`config.mk`:
```
export PLATFORM = sky130hd
export DESIGN_NAME = clock_domain_reset_sequencer_flat
export DESIGN_NICKNAME = d
export VERILOG_FILES = /design/src/rtl/clk_domain_pkg.sv /design/src/rtl/clock_domain_reset_sequencer_if.sv /design/src/rtl/bit_synchronizer.sv /design/src/rtl/clock_domain_reset_sequencer.sv /design/src/flat_wrapper.sv
export SDC_FILE = /design/constraint.sdc
export NUM_CORES = 1
export LEC_CHECK = 0
export ABC_AREA = 1
export CORE_ASPECT_RATIO = 0.6
export CORE_MARGIN = 2
export CORE_UTILIZATION = 55
export DETAILED_ROUTE_END_ITERATION = 7
export MAX_ROUTING_LAYER = met4
export PLACE_DENSITY = 0.77
export REMOVE_ABC_BUFFERS = 1
export SLEW_MARGIN = 20
export SYNTH_ARGS = -nofsm -noshare
export SYNTH_HDL_FRONTEND = slang
export SYNTH_SLANG_ARGS = --single-unit
export TNS_END_PERCENT = 30
```
`constraint.sdc`:
```
create_clock -name CLK_80MHz -period 1.8 [get_ports CLK_80MHz]
set_input_delay 0.36 -clock CLK_80MHz [delete_from_list [all_inputs] [get_ports CLK_80MHz]]
set_output_delay 0.36 -clock CLK_80MHz [all_outputs]
set_load 0.1 [all_outputs]
```
`src/rtl/clk_domain_pkg.sv`:
```
// Shared types and constants for the clock-domain reset sequencer.
// The state codes are visible on SEQ_STATE, so their values are fixed.
package clk_domain_pkg;

  localparam int STATE_W = 3;

  typedef enum logic [STATE_W-1:0] {
    WAIT_STABLE  = 3'd0,
    HOLD         = 3'd1,
    RELEASE_CORE = 3'd2,
    RUN          = 3'd3,
    FAULT        = 3'd4
  } seq_state_e;

  localparam int DEF_SYNC_STAGES        = 2;
  localparam int DEF_HOLD_CYCLES        = 16;
  localparam int DEF_STAGGER_CYCLES     = 8;
  localparam int DEF_LOCK_FILTER_CYCLES = 4;

  localparam int CNT_W  = 16;
  localparam int FILT_W = 8;
  localparam int LOSS_W = 8;

  // Saturating increment for the lock-loss event counter
  function automatic logic [LOSS_W-1:0] sat_inc(input logic [LOSS_W-1:0] v);
    if (v == {LOSS_W{1'b1}}) begin
      sat_inc = v;
    end else begin
      sat_inc = v + LOSS_W'(1);
    end
  endfunction

endpackage

```
`src/rtl/clock_domain_reset_sequencer_if.sv`:
```
// Status/reset bundle between the clock generator side and the sequencer.
interface clock_domain_reset_sequencer_if;

  logic                               CLOCKS_STABLE_H;
  logic                               MMCM_LOCKED_H;
  logic                               SEQ_RESTART_H;
  logic                               CORE_RESET_H;
  logic                               FABRIC_RESET_H;
  logic                               RELOCK_REQUEST_H;
  logic [clk_domain_pkg::STATE_W-1:0] SEQ_STATE;
  logic [clk_domain_pkg::LOSS_W-1:0]  LOCK_LOSS_COUNT;

  modport slave (
    input  CLOCKS_STABLE_H, MMCM_LOCKED_H, SEQ_RESTART_H,
    output CORE_RESET_H, FABRIC_RESET_H, RELOCK_REQUEST_H, SEQ_STATE, LOCK_LOSS_COUNT
  );

  modport master (
    output CLOCKS_STABLE_H, MMCM_LOCKED_H, SEQ_RESTART_H,
    input  CORE_RESET_H, FABRIC_RESET_H, RELOCK_REQUEST_H, SEQ_STATE, LOCK_LOSS_COUNT
  );

endinterface

```
`src/rtl/bit_synchronizer.sv`:
```
// Multi-flop synchronizer for a single asynchronous level; STAGES must be >= 2.
module bit_synchronizer #(
  parameter int STAGES = 2
) (
  input  logic clk,
  input  logic rst,
  input  logic d,
  output logic q
);

  logic [STAGES-1:0] sync_r;

  // Shift chain, cleared to 0 on reset
  always_ff @(posedge clk or posedge rst) begin
    if (rst) begin
      sync_r <= '0;
    end else begin
      sync_r <= {sync_r[STAGES-2:0], d};
    end
  end

  assign q = sync_r[STAGES-1];

endmodule

```
`src/rtl/clock_domain_reset_sequencer.sv`:
```
// Sequences core/fabric reset release after clock qualification and
// watches MMCM lock, forcing a relock cycle when lock is lost.
module clock_domain_reset_sequencer
  import clk_domain_pkg::*;
#(
  parameter int SYNC_STAGES        = DEF_SYNC_STAGES,
  parameter int HOLD_CYCLES        = DEF_HOLD_CYCLES,
  parameter int STAGGER_CYCLES     = DEF_STAGGER_CYCLES,
  parameter int LOCK_FILTER_CYCLES = DEF_LOCK_FILTER_CYCLES
) (
  input  logic                           CLK_80MHz,
  input  logic                           RESET_H,
  clock_domain_reset_sequencer_if.slave  bus
);

  localparam logic [CNT_W-1:0]  HOLD_LAST  = CNT_W'(HOLD_CYCLES - 1);
  localparam logic [CNT_W-1:0]  STAG_LAST  = CNT_W'(STAGGER_CYCLES - 1);
  localparam logic [FILT_W-1:0] FILT_LAST  = FILT_W'(LOCK_FILTER_CYCLES - 1);
  localparam logic [FILT_W-1:0] FILT_LIMIT = FILT_W'(LOCK_FILTER_CYCLES);

  seq_state_e          state_r, next_s;
  logic [CNT_W-1:0]    cnt_r, cnt_next_s;
  logic [FILT_W-1:0]   lock_cnt_r, lock_cnt_next_s;
  logic [LOSS_W-1:0]   loss_cnt_r;
  logic                core_reset_r, fabric_reset_r, relock_r;
  logic                stable_s, lock_s, lock_loss_s;

  bit_synchronizer #(.STAGES(SYNC_STAGES)) u_sync_stable (
    .clk (CLK_80MHz),
    .rst (RESET_H),
    .d   (bus.CLOCKS_STABLE_H),
    .q   (stable_s)
  );

  bit_synchronizer #(.STAGES(SYNC_STAGES)) u_sync_lock (
    .clk (CLK_80MHz),
    .rst (RESET_H),
    .d   (bus.MMCM_LOCKED_H),
    .q   (lock_s)
  );

  // Lock filter: loss fires on the edge that would see the Nth consecutive low
  always_comb begin
    lock_cnt_next_s = lock_cnt_r;
    if (lock_s) begin
      lock_cnt_next_s = '0;
    end else if (lock_cnt_r != FILT_LIMIT) begin
      lock_cnt_next_s = lock_cnt_r + FILT_W'(1);
    end else begin
      lock_cnt_next_s = lock_cnt_r;
    end
  end

  assign lock_loss_s = !lock_s && (lock_cnt_r >= FILT_LAST);

  // Next-state and phase counter; ordering of the if-chain sets event priority
  always_comb begin
    next_s     = state_r;
    cnt_next_s = '0;
    case (state_r)
      WAIT_STABLE: begin
        if (stable_s && lock_s) begin
          next_s = HOLD;
        end else begin
          next_s = WAIT_STABLE;
        end
      end
      HOLD, RELEASE_CORE, RUN: begin
        if (lock_loss_s) begin
          next_s = FAULT;
        end else if (!stable_s || bus.SEQ_RESTART_H) begin
          next_s = WAIT_STABLE;
        end else if (state_r == HOLD && cnt_r == HOLD_LAST) begin
          next_s = RELEASE_CORE;
        end else if (state_r == RELEASE_CORE && cnt_r == STAG_LAST) begin
          next_s = RUN;
        end else begin
          next_s = state_r;
          if (state_r != RUN) begin
            cnt_next_s = cnt_r + CNT_W'(1);
          end else begin
            cnt_next_s = '0;
          end
        end
      end
      FAULT:   next_s = WAIT_STABLE;
      default: next_s = WAIT_STABLE;
    endcase
  end

  // State, counters and outputs; outputs decode next state so they switch on the transition edge
  always_ff @(posedge CLK_80MHz or posedge RESET_H) begin
    if (RESET_H) begin
      state_r        <= WAIT_STABLE;
      cnt_r          <= '0;
      lock_cnt_r     <= '0;
      loss_cnt_r     <= '0;
      core_reset_r   <= 1'b1;
      fabric_reset_r <= 1'b1;
      relock_r       <= 1'b0;
    end else begin
      state_r        <= next_s;
      cnt_r          <= cnt_next_s;
      lock_cnt_r     <= lock_cnt_next_s;
      core_reset_r   <= !(next_s == RELEASE_CORE || next_s == RUN);
      fabric_reset_r <= (next_s != RUN);
      relock_r       <= (next_s == FAULT);
      if (next_s == FAULT) begin
        loss_cnt_r <= sat_inc(loss_cnt_r);
      end else begin
        loss_cnt_r <= loss_cnt_r;
      end
    end
  end

  assign bus.CORE_RESET_H     = core_reset_r;
  assign bus.FABRIC_RESET_H   = fabric_reset_r;
  assign bus.RELOCK_REQUEST_H = relock_r;
  assign bus.SEQ_STATE        = state_r;
  assign bus.LOCK_LOSS_COUNT  = loss_cnt_r;

endmodule

```
`src/flat_wrapper.sv`:
```
// flat-port wrapper written by rule: the top's interface ports become plain ports
module clock_domain_reset_sequencer_flat import clk_domain_pkg::*;
#(
  parameter int SYNC_STAGES        = DEF_SYNC_STAGES,
  parameter int HOLD_CYCLES        = DEF_HOLD_CYCLES,
  parameter int STAGGER_CYCLES     = DEF_STAGGER_CYCLES,
  parameter int LOCK_FILTER_CYCLES = DEF_LOCK_FILTER_CYCLES
)
  (CLK_80MHz, RESET_H, bus_CLOCKS_STABLE_H, bus_MMCM_LOCKED_H, bus_SEQ_RESTART_H, bus_CORE_RESET_H, bus_FABRIC_RESET_H, bus_RELOCK_REQUEST_H, bus_SEQ_STATE, bus_LOCK_LOSS_COUNT);
  clock_domain_reset_sequencer_if bus_i ();
  input  logic CLK_80MHz;
  input  logic RESET_H;
  input wire logic [$bits(bus_i.CLOCKS_STABLE_H)-1:0] bus_CLOCKS_STABLE_H;
  input wire logic [$bits(bus_i.MMCM_LOCKED_H)-1:0] bus_MMCM_LOCKED_H;
  input wire logic [$bits(bus_i.SEQ_RESTART_H)-1:0] bus_SEQ_RESTART_H;
  output wire logic [$bits(bus_i.CORE_RESET_H)-1:0] bus_CORE_RESET_H;
  output wire logic [$bits(bus_i.FABRIC_RESET_H)-1:0] bus_FABRIC_RESET_H;
  output wire logic [$bits(bus_i.RELOCK_REQUEST_H)-1:0] bus_RELOCK_REQUEST_H;
  output wire logic [$bits(bus_i.SEQ_STATE)-1:0] bus_SEQ_STATE;
  output wire logic [$bits(bus_i.LOCK_LOSS_COUNT)-1:0] bus_LOCK_LOSS_COUNT;
  assign bus_i.CLOCKS_STABLE_H = bus_CLOCKS_STABLE_H;
  assign bus_i.MMCM_LOCKED_H = bus_MMCM_LOCKED_H;
  assign bus_i.SEQ_RESTART_H = bus_SEQ_RESTART_H;
  assign bus_CORE_RESET_H = bus_i.CORE_RESET_H;
  assign bus_FABRIC_RESET_H = bus_i.FABRIC_RESET_H;
  assign bus_RELOCK_REQUEST_H = bus_i.RELOCK_REQUEST_H;
  assign bus_SEQ_STATE = bus_i.SEQ_STATE;
  assign bus_LOCK_LOSS_COUNT = bus_i.LOCK_LOSS_COUNT;
  clock_domain_reset_sequencer #(.SYNC_STAGES(SYNC_STAGES), .HOLD_CYCLES(HOLD_CYCLES), .STAGGER_CYCLES(STAGGER_CYCLES), .LOCK_FILTER_CYCLES(LOCK_FILTER_CYCLES)) u_core (.CLK_80MHz(CLK_80MHz), .RESET_H(RESET_H), .bus(bus_i));
endmodule
```
; Word-level counts from Yosys, hierarchy flattened
; Cells that the tools add are included.
[totals]
out_inout_bits = 14
latchBits = 0
rom_bits = 0
elab_cells = 53
ramBits = 0
regBits = 42
n_memories = 0
[op_classes]
div = 0
shifts = 0
addsub = 3
mux = 14
magnitude_cmp = 1
mul = 0
n_reduce_logical = 13
n_bitwise = 1
n_eq_ne = 12
[op_table]
columns = cell, n
row1 = $mux W16, 6
row2 = $add A16 B1 Y16 const B, 1
row3 = $add A8 B1 Y8 const B, 2
row4 = $eq A16 B3 Y1 const B, 1
row5 = $eq A16 B4 Y1 const B, 1
row6 = $mux W8, 2
row7 = $eq A3 B2 Y1 const B, 4
row8 = $mux W3, 4
row9 = $eq A8 B8 Y1 const B, 1
row10 = $ge A8 B2 Y1 const B, 1
row11 = $ne A8 B3 Y1 const B, 1
row12 = $ne A3 B2 Y1 const B, 2
row13 = $pmux W3 S2, 1
row14 = $logic_and A1 B1 Y1, 4
row15 = $eq A3 B1 Y1 const B, 1
row16 = $eq A3 B3 Y1 const B, 1
row17 = $logic_not A1 Y1, 3
row18 = $logic_not A3 Y1, 1
row19 = $reduce_or A3 Y1, 1
row20 = $logic_or A1 B1 Y1, 2
row21 = $reduce_and A2 Y1, 1
row22 = $reduce_bool A2 Y1, 1
row23 = $mux W1, 1
row24 = $not A1 Y1, 1

; Longest topological paths before layout
; Gate-level depths: netlist of the first run.
[logic_depth]
depth_word = 10
mapped_depth = 10
ltp_nobuf = 10

; Cells and area by module
; A second synthesis of the first run with hierarchy kept.
[hier_totals]
cells_unflattened = 253
hier_area_um2 = 2110.8
[modules_own_cells]
columns = mod, area_each_um2, cells_per_inst, n_inst
row1 = clock_domain_reset_sequencer, 2003.2, 247, 1
row2 = bit_synchronizer, 53.8, 3, 2

; Worst setup path after synthesis of the first run
; OpenSTA, ideal clock, no wires.
[synth_path]
path_kind = register -> register
startpoint = register u_core.loss_cnt_r[0], in the netlist u_core.bus.LOCK_LOSS_COUNT[0]
endpoint = register u_core.loss_cnt_r[7], in the netlist u_core.bus.LOCK_LOSS_COUNT[7]
required_time_ns = 1.675
synth_period_minus_slack_ns = 2.127
arrival_time_ns = 2.002
stages_incl_launch_ff = 10
setup_slack_ns = -0.327
path_buffers = 1
cell_sequence = dfrtp_1 -> ha_1 -> nand3_1 -> nor2_1 -> nand2_1 -> nand3_1 -> buf_2 -> nor2_1 -> nand2_1 -> nand2_1
[synth_between]
elab_chain_cells = 3
[synth_lines]
columns = item, line
row1 = start: declaration, clock_domain_reset_sequencer.sv:24  ; logic [LOSS_W-1:0] loss_cnt_r;
row2 = start signal: assignment, clock_domain_reset_sequencer.sv:109  ; loss_cnt_r <= sat_inc(loss_cnt_r);
row3 = start signal: assignment, clock_domain_reset_sequencer.sv:111  ; loss_cnt_r <= loss_cnt_r;
row4 = branches (longest 3 deep; another with $add A8 B1 Y8), n/a
; Several ways; the timed one is not identified.
; A chain may end at the register's enable or synchronous reset.

; Worst setup path after layout of the first run
[layout_path]
startpoint = register u_core.lock_cnt_r[0]
endpoint = register u_core.cnt_r[8]
[layout_between]
elab_chain_cells = 4
[layout_lines]
columns = item, line
row1 = start: declaration, clock_domain_reset_sequencer.sv:23  ; logic [FILT_W-1:0] lock_cnt_r, lock_cnt_next_s;
row2 = start signal: assignment, clock_domain_reset_sequencer.sv:104  ; lock_cnt_r <= lock_cnt_next_s;
row3 = $ge A8 B2 Y1, clock_domain_reset_sequencer.sv:54  ; assign lock_loss_s = !lock_s && (lock_cnt_r >= FILT_LAST);
row4 = $logic_and A1 B1 Y1, clock_domain_reset_sequencer.sv:54
row5 = $mux W16, clock_domain_reset_sequencer.sv:69  ; if (lock_loss_s) begin
row6 = $mux W16, clock_domain_reset_sequencer.sv:60  ; case (state_r)
row7 = named net u_core.cnt_next_s[8], clock_domain_reset_sequencer.sv:22  ; logic [CNT_W-1:0] cnt_r, cnt_next_s;
row8 = end signal: assignment, clock_domain_reset_sequencer.sv:103  ; cnt_r <= cnt_next_s;
row9 = end: declaration, clock_domain_reset_sequencer.sv:22
; The timed path passes the listed nets, and every way through them passes these cells.

==> results.sh, run 1 <==
export IMPL_syn_inst=269
export IMPL_setup_ws_ns=0.116
export IMPL_drt_iter0_drc=174
export IMPL_gr_usage_all_layers_pct=23.4
export IMPL_arrival_ns=1.91
export IMPL_outcome="complete, no violations"
export IMPL_cp_start_kind="flip-flop"
export IMPL_vias=1784
export IMPL_finalClockSkew_ns=0.00452
export IMPL_power_leakage_nw=1.22
export IMPL_grt_pass1_wl_mm=7.62
export IMPL_clockRootBuffer="clkbuf_8"
export IMPL_final_cell_mix="66 x nand2_1, 61 x nor2_1, 40 x dfrtp_1"
export IMPL_grt_ovfl_total=0
export IMPL_wl_per_cell_um=12.5
export IMPL_gp_congestion=0.875
export IMPL_period_minus_slack_ns=1.68
export IMPL_first_pass_iters=5
export IMPL_period_share_pct=93.5
export IMPL_rows=17
export IMPL_final_util_pct=72.2
export IMPL_die_x_um=83.7
export IMPL_synth_main_ff_cell="dfrtp_1"
export IMPL_diodes=0
export IMPL_cts_sinks=42
export IMPL_clk_pin_slew_ns=0.08
export IMPL_yosysWarnings=0
export IMPL_hold_path_class="reg -> reg"
export IMPL_drive_above_1_share_pct=13.2
export IMPL_hold_worst_slack_ns=0.347
export IMPL_synth_edf_count=0
export IMPL_postSynth_asyncResetShare_pct=100
export IMPL_endpoint_kind="flip-flop"
export IMPL_grt_max_degree=43
export IMPL_timing_worst_setup_path_type="reg -> reg"
export IMPL_ys_types=24
export IMPL_peakVddDrop_mv=0.799
export IMPL_numCtsBuffers=5
export IMPL_antenna_found_initial=0
export IMPL_area_growth_syn_to_layout_pct=26.0
export IMPL_drc_errors=0
export IMPL_power_mw=2.08
export IMPL_clk_latency_ns=0.29
export IMPL_reg2reg_slack_ns=0.12
export IMPL_fmax_ghz=0.594
export IMPL_worstPathRequired_ns=2.02
export IMPL_netlist_area_mm2=0.00210
export IMPL_yosysSeqAreaShare_pct=50.3
export IMPL_clock_path_buffers=2
export IMPL_cts_tree="built"
export IMPL_powerDensity_mw_per_mm2=788
export IMPL_final_setup_tns_ns=0
export IMPL_fp_coreArea_mm2=0.00366
export IMPL_grt_pass1_vias=1675
export IMPL_cap_violations=0
export IMPL_viasPerCell=5.11
export IMPL_cts_setup_buffers=0
export IMPL_drv_slew=0
export IMPL_slew_headroom_pct=73.4
export IMPL_hold_viol=0
export IMPL_synth_avg_cell_area_um2=7.79
export IMPL_r2r_cells=8
export IMPL_die_area_mm2=0.00434
export IMPL_die_height_um=51.8
export IMPL_portBuffers=18
export IMPL_place_ws_ns=0.0544
export IMPL_final_nets=310
export IMPL_final_common_cell="nand2_1"
export IMPL_initial_core_util_pct=57.3
export IMPL_crit_fanout=5
export IMPL_holdPathStages=0
export IMPL_htreeDepth=2
export IMPL_setup_viol=0
export IMPL_grt_setup_unrepaired="yes"
export IMPL_dpl_hpwl_mm=3.17
export IMPL_tightest_slew_ns=0.396
export IMPL_ios=19
export IMPL_drt_antenna_violating_nets=0
export IMPL_drt_wl_total_mm=4.36
export IMPL_ys_ff_latch=42
report_power, final:
group | switching, mW | internal, mW | total, mW
Combinational | 0.281 | 0.168 | 0.450
Clock | 0.318 | 0.308 | 0.626
Sequential | 0.0281 | 0.978 | 1.01
Total | 0.627 | 1.45 | 2.08
metrics by stage:
| step | std cells | cell area (um^2) |
|---|---|---|
| global placement | 340 | 2530 |
| finish | 349 | 2640 |
| detailed placement | 340 | 2530 |
| CTS | 348 | 2630 |
| global route | 349 | 2640 |
| floorplan | 268 | 2090 |
flip-flops by register name (all words and copies together) (netlist names):
register                     count
u_core.cnt_r                    16
u_core.bus.LOCK_LOSS_COUNT       8
u_core.lock_cnt_r                8
u_core.bus.SEQ_STATE             3
u_core.u_sync_lock.sync_r        2
u_core.u_sync_stable.sync_r      2
u_core.bus.CORE_RESET_H          1
u_core.bus.FABRIC_RESET_H        1
u_core.bus.RELOCK_REQUEST_H      1
worst max-delay path, cell delays in order, from the launching register on:
cell	delay (ns)
dfrtp_1	0.41
ha_1	0.26
nor2_2	0.13
nand2_2	0.07
o21ai_2	0.18
nand3_2	0.14
nor2_2	0.25
nand2_1	0.08
nor2_1	0.10
area by class of cell:
cell class / instances / area [um^2]
Clock buffer: 6 / 82.6
Clock inverter: 2 / 12.5
Fill cell: 276 / 1020
Inverter: 31 / 116
Multi-Input combinational cell: 196 / 932
Sequential cell: 42 / 1050
Tap cell: 47 / 58.8
Timing Repair Buffer: 25 / 385
layer usage:
metal	global-route usage (%)	wire length (um)	vias to the layer above
met3	7.30	294	9
met2	32.0	1750	58
met1	33.8	2260	804
met4	6.18	57	0
li1	-	-	913
met5	-	0	-
cells in the mapped netlist (2+ instances only):
master | count | area, um^2
xnor2_1 | 7 | 61.3
nand3_1 | 18 | 90.1
dfrtp_1 | 40 | 1000
o21ai_0 | 10 | 50.1
nor4_1 | 2 | 12.5
nor2_1 | 61 | 229
a21oi_1 | 4 | 20.0
nand2_1 | 66 | 248
nand4_1 | 4 | 25.0
inv_1 | 30 | 113
xor2_1 | 4 | 35.0
nor3_1 | 7 | 35.0
dfstp_2 | 2 | 52.6
ha_1 | 4 | 50.1
cells by family after synthesis:
kind of cell / count (synthesis) / share of synthesized area [%]
compound gates: 18 / 4.84
fa+ha+maj: 4 / 2.39
xor+xnor: 11 / 4.60
buf+inv: 32 / 5.79
flops: 42 / 50.3
simple gates: 162 / 32.1
timing repair:
action,CTS,global route
hold buffers,0,0
resized for setup,0,1
endpoints found under the setup margin,0,15
path summary, 6_finish.rpt:
path / to / from
worst max-delay path: u_core.cnt_r[8] / u_core.lock_cnt_r[0]
worst min-delay path: u_core.u_sync_stable.sync_r[1] / u_core.u_sync_stable.sync_r[0]
worst max register to register: u_core.cnt_r[8] / u_core.lock_cnt_r[0]
worst min register to register: u_core.u_sync_stable.sync_r[1] / u_core.u_sync_stable.sync_r[0]
max in group asynchronous: u_core.bus.CORE_RESET_H / RESET_H
min in group asynchronous: u_core.bus.LOCK_LOSS_COUNT[4] / RESET_H
No activity file was read; power rests on OpenSTA's default activity.
==> run 2, diff against run 1 <==
--- a/config.mk
+++ b/config.mk
@@ -6,9 +6,11 @@
 export NUM_CORES = 1
 export LEC_CHECK = 0
 export ABC_AREA = 1
+export CELL_PAD_IN_SITES_DETAIL_PLACEMENT = 0
+export CELL_PAD_IN_SITES_GLOBAL_PLACEMENT = 2
 export CORE_ASPECT_RATIO = 0.6
 export CORE_MARGIN = 2
-export CORE_UTILIZATION = 55
+export CORE_UTILIZATION = 33
 export DETAILED_ROUTE_END_ITERATION = 7
 export MAX_ROUTING_LAYER = met4
 export PLACE_DENSITY = 0.77
==> run 2 against run 1 <==
  * Sequential power hardly changed
  * Setup slack better by 0.018 ns
  * Cell count is 11% higher
  * Critical path depth is 1 higher
  * Routed wire length is 5.6% higher
  * Via count is 4.4% lower
  * Design area is 3.1% higher
  * Combinational power is 2% higher
==> results.sh, run 2 (synthesis results as in run 1) <==
export IMPL_clockRootBuffer="clkbuf_8"
export IMPL_numCtsBuffers=5
export IMPL_timing_worst_setup_path_type="reg -> reg"
export IMPL_drt_iter0_drc=63
export IMPL_cts_hold_buf=0
export IMPL_grt_pass1_vias=1594
export IMPL_hold_path_class="reg -> reg"
export IMPL_drv_slew=0
export IMPL_antenna_found_initial=0
export IMPL_htreeDepth=2
export IMPL_crit_fanout=10
export IMPL_cp_start_kind="flip-flop"
export IMPL_top_register="u_core.cnt_r"
export IMPL_die_height_um=65.7
export IMPL_nFillCells=629
export IMPL_clock_path_buffers=2
export IMPL_initial_core_util_pct=34.1
export IMPL_cap_violations=0
export IMPL_grt_max_degree=43
export IMPL_drt_antenna_violating_nets=0
export IMPL_rows=22
export IMPL_ios=19
export IMPL_worstPathRequired_ns=1.98
export IMPL_outcome="complete, no violations"
export IMPL_period_share_pct=92.6
export IMPL_wl_per_cell_um=11.9
export IMPL_final_cell_mix="66 x nand2_1, 60 x nor2_1, 39 x dfrtp_1"
export IMPL_final_util_pct=44.4
export IMPL_grt_setup_unrepaired="no"
export IMPL_gr_usage_all_layers_pct=15.1
export IMPL_arrival_ns=1.85
export IMPL_vias=1705
export IMPL_placed_cell_area_mm2=0.00259
export IMPL_gp_congestion=0.854
export IMPL_cts_tree="built"
export IMPL_grt_pass1_wl_mm=7.89
export IMPL_tightest_slew_ns=0.379
export IMPL_largest_reg_flops=16
export IMPL_fin_area_mm2=0.00272
export IMPL_viasPerCell=4.41
export IMPL_fmax_ghz=0.600
export IMPL_peakVddDrop_mv=0.730
export IMPL_dp_cells=378
export IMPL_powerDensity_mw_per_mm2=806
export IMPL_die_x_um=107
export IMPL_portBuffers=18
export IMPL_drive_above_1_share_pct=13.5
export IMPL_grt_ovfl_total=0
export IMPL_diodes=0
export IMPL_endpoint_kind="flip-flop"
export IMPL_power_leakage_nw=1.23
export IMPL_setup_viol=0
export IMPL_slew_headroom_pct=74.5
export IMPL_finalClockSkew_ns=0.00282
export IMPL_clk_pin_slew_ns=0.08
export IMPL_dpl_hpwl_mm=3.50
export IMPL_area_growth_syn_to_layout_pct=30.0
export IMPL_period_minus_slack_ns=1.67
export IMPL_fp_coreArea_mm2=0.00614
export IMPL_first_pass_iters=4
export IMPL_hold_viol=0
export IMPL_final_nets=311
export IMPL_drt_wl_total_mm=4.60
export IMPL_drc_errors=0
export IMPL_cts_sinks=42
export IMPL_final_cells=387
export IMPL_clk_latency_ns=0.29
export IMPL_die_area_mm2=0.00703
export IMPL_final_common_cell="nand2_1"
## run 2: changes by cell type in the layout (fill, tap and decap cells not counted), sizes merged
| cell | change |
|---|---|
| buf | +2 |
| bufinv | +1 |
| clkbuf | +1 |
| clkinvlp | -1 |
| inv | -1 |
| nor2 | -1 |
## run 2: routing by layer
| metal | up-vias | wire (um) | global-route usage [%] | share of wire [%] |
|---|---|---|---|---|
| li1 | 913 | - | - | - |
| met1 | 754 | 2820 | 24.1 | 61 |
| met2 | 31 | 1540 | 17.8 | 33 |
| met3 | 7 | 194 | 4.17 | 4.2 |
| met4 | 0 | 52 | 4.38 | 1.1 |
| met5 | - | 0 | - | 0 |
## run 2: metrics by stage
stage | setup TNS (ns) | setup slack (ns) | total power, mW | hold WS, ns
finish | 0 | 0.134 | 2.20 | 0.357
global route | 0 | 0.0136 | 2.30 | 0.370
CTS | 0 | 0.0598 | 2.22 | 0.361
detailed placement | 0 | 0.0263 | 1.48 | 0.340
global placement | 0 | 0.0540 | 1.48 | 0.334
floorplan | -4.78 | -0.416 | 1.29 | 0.331
## run 2: power by group
| group | switching (mW) | internal, mW |
|---|---|---|
| Clock | 0.318 | 0.415 |
| Sequential | 0.0280 | 0.978 |
| Combinational | 0.286 | 0.171 |
## run 2: path summary, 6_finish.rpt
check,from,to,slack [ns],depth (start not counted)
worst max-delay path,u_core.cnt_r[0],u_core.cnt_r[3],0.13,9
worst max register to register,u_core.cnt_r[0],u_core.cnt_r[3],0.13,9
worst min-delay path,u_core.u_sync_stable.sync_r[0],u_core.u_sync_stable.sync_r[1],0.36,0
worst min register to register,u_core.u_sync_stable.sync_r[0],u_core.u_sync_stable.sync_r[1],0.36,0
max in group asynchronous,RESET_H,u_core.bus.CORE_RESET_H,1.13,3
min in group asynchronous,RESET_H,u_core.cnt_r[2],0.40,3
## run 2: worst max-delay path, cell delays in order, from the launching register on
cell,delay (ns)
dfrtp_1,0.38
ha_1,0.22
nand3_1,0.17
nor2_2,0.19
nand3_1,0.12
nand2_1,0.13
nor2_4,0.05
buf_12,0.13
inv_2,0.11
nor2_1,0.05
## run 2: area by class of cell
| cell class | instances | area (um^2) | share of cell area [%] |
|---|---|---|---|
| sequential | 42 | 1050 | 38.7 |
| multi-input combinational | 195 | 928 | 34.1 |
| timing repair buffer | 27 | 413 | 15.2 |
| inverter | 31 | 116 | 4.27 |
| tap | 84 | 105 | 3.86 |
| clock buffer | 7 | 76.3 | 2.80 |
| clock inverter | 1 | 30.0 | 1.10 |
## run 2: repair_timing
item | 4_1_cts | 5_1_grt
setup buffers | 0 | 1
setup endpoints to repair | 0 | 16
gates resized for setup | 0 | 3
==> run 3, diff against run 2 <==
--- a/config.mk
+++ b/config.mk
@@ -11,11 +11,12 @@
 export CORE_ASPECT_RATIO = 0.6
 export CORE_MARGIN = 2
 export CORE_UTILIZATION = 33
+export CTS_CLUSTER_SIZE = 30
 export DETAILED_ROUTE_END_ITERATION = 7
 export MAX_ROUTING_LAYER = met4
 export PLACE_DENSITY = 0.77
+export RECOVER_POWER = 25
 export REMOVE_ABC_BUFFERS = 1
-export SLEW_MARGIN = 20
 export SYNTH_ARGS = -nofsm -noshare
 export SYNTH_HDL_FRONTEND = slang
 export SYNTH_SLANG_ARGS = --single-unit
==> run 3 against run 2 <==
  * Critical path depth did not move
  * Core utilization fell by 0.24 points
  * Largest power group unchanged
  * Sequential share of layout area rose by 0.21 points
==> results.sh, run 3 (synthesis results as in run 1) <==
export IMPL_cpMostUsedCell="nand3_1"
export IMPL_r2r_start="u_core.cnt_r[0]"
export IMPL_setup_ws_ns=0.135
export IMPL_diodes=0
export IMPL_vias=1697
export IMPL_grt_pass1_vias=1594
export IMPL_cp_start_kind="flip-flop"
export IMPL_clk_pin_slew_ns=0.08
export IMPL_peakVddDrop_mv=0.730
export IMPL_cts_hold_buf=0
export IMPL_grt_max_degree=43
export IMPL_min_delay_start="u_core.u_sync_stable.sync_r[0]"
export IMPL_grt_ovfl_total=0
export IMPL_hold_path_class="reg -> reg"
export IMPL_die_height_um=65.7
export IMPL_place_ws_ns=0.0263
export IMPL_initial_core_util_pct=34.1
export IMPL_wl_per_cell_um=12.0
export IMPL_worstPathRequired_ns=1.98
export IMPL_slew_headroom_pct=29.8
export IMPL_final_nets=311
export IMPL_numCtsBuffers=5
export IMPL_gp_congestion=0.854
export IMPL_clk_latency_ns=0.29
export IMPL_gr_usage_all_layers_pct=15.1
export IMPL_nFillCells=631
export IMPL_cp_startpoint="u_core.cnt_r[0]"
export IMPL_clockRootBuffer="clkbuf_8"
export IMPL_grt_setup_unrepaired="no"
export IMPL_arrival_ns=1.85
export IMPL_crit_fanout=10
export IMPL_largest_reg_flops=16
export IMPL_grt_pass1_wl_mm=7.89
export IMPL_outcome="complete, no violations"
export IMPL_drc_errors=0
export IMPL_portBuffers=18
export IMPL_final_common_cell="nand2_1"
export IMPL_clock_path_buffers=2
export IMPL_ios=19
export IMPL_cts_tree="built"
export IMPL_placed_cell_area_mm2=0.00259
export IMPL_finalClockSkew_ns=0.00200
export IMPL_powerDensity_mw_per_mm2=809
export IMPL_fp_coreArea_mm2=0.00614
export IMPL_fin_area_mm2=0.00271
export IMPL_die_area_mm2=0.00703
export IMPL_path_buf_inv=2
export IMPL_endpoint_kind="flip-flop"
export IMPL_setup_viol=0
export IMPL_max_stage_delay_ns=0.38
export IMPL_rows=22
export IMPL_first_pass_iters=5
export IMPL_drive_above_1_share_pct=13.5
export IMPL_area_growth_syn_to_layout_pct=29.3
export IMPL_cp_cell_sequence="ha_1, nand3_1, nor2_2, nand3_1, nand2_1, nor2_4, buf_12, inv_2, nor2_1"
export IMPL_die_x_um=107
export IMPL_fmax_ghz=0.601
export IMPL_drt_wl_total_mm=4.65
export IMPL_path_delay_family="simple AND/OR/NAND/NOR gates"
export IMPL_dpl_hpwl_mm=3.50
export IMPL_timing_worst_setup_path_type="reg -> reg"
export IMPL_drt_antenna_violating_nets=0
export IMPL_final_cell_mix="66 x nand2_1, 60 x nor2_1, 39 x dfrtp_1"
export IMPL_top_register="u_core.cnt_r"
export IMPL_reg2reg_slack_ns=0.13
export IMPL_htreeDepth=2
export IMPL_period_share_pct=92.5
export IMPL_critical_path_slowest_cell="dfrtp_1"
export IMPL_tightest_slew_ns=1.05
export IMPL_period_minus_slack_ns=1.67
export IMPL_drt_iter0_drc=69
export IMPL_cts_sinks=42
export IMPL_drv_slew=0
export IMPL_hold_viol=0
export IMPL_antenna_found_initial=0
export IMPL_viasPerCell=4.39
export IMPL_power_leakage_nw=1.22
export IMPL_cap_violations=0
==> run 3: per-layer routing <==
layer	global-route usage (%)	part of all wire [%]	up-vias
met2	17.8	34	31
met4	4.38	1.1	0
met1	24.1	61	746
li1	-	-	913
met5	-	0	-
met3	4.17	4.1	7
==> run 3: timing repair <==
action	CTS	global route
endpoints found under the hold margin	0	0
setup buffers	0	1
gates resized for setup	0	3
endpoints found under the setup margin	0	16
==> run 3: worst register-to-register path, stage by stage (launching register included) <==
cell     delay, ns
dfrtp_1       0.38
ha_1          0.22
nand3_1       0.17
nor2_2        0.19
nand3_1       0.12
nand2_1       0.13
nor2_4        0.05
buf_12        0.14
inv_2         0.11
nor2_1        0.06
==> run 3: stage by stage <==
step           utilization [%]  power, mW  instances  hold WS (ns)  TNS, ns
2_1_floorplan                -       1.29        268         0.331    -4.78
3_3_place_gp              42.2       1.48        378         0.334        0
3_5_place_dp              42.2       1.48        378         0.340        0
4_1_cts                   43.9       2.22        386         0.361        0
5_1_grt                   44.1       2.30        387         0.370        0
6_report                  44.1       2.19        387         0.356        0
==> run 3: worst paths after layout <==
kind                                                       end  cells after the start
worst max-delay path                           u_core.cnt_r[3]                      9
worst min-delay path            u_core.u_sync_stable.sync_r[1]                      0
worst max register to register                 u_core.cnt_r[3]                      9
worst min register to register  u_core.u_sync_stable.sync_r[1]                      0
max in group asynchronous              u_core.bus.SEQ_STATE[1]                      3
min in group asynchronous                      u_core.cnt_r[1]                      3
==> run 3: report_power, final <==
part / internal, mW / leakage, nW / total, mW / switching [mW]
Sequential: 0.978 / 0.563 / 1.01 / 0.0282
Clock: 0.415 / 0.0524 / 0.734 / 0.319
Combinational: 0.166 / 0.606 / 0.451 / 0.285
==> run 3: layout make-up <==
type	instances	area, um^2	area share, %
tap	84	105	3.88
multi-input combinational	195	928	34.3
timing repair buffer	27	398	14.7
sequential	42	1050	38.9
clock inverter	1	30.0	1.11
clock buffer	7	76.3	2.82
inverter	31	116	4.30
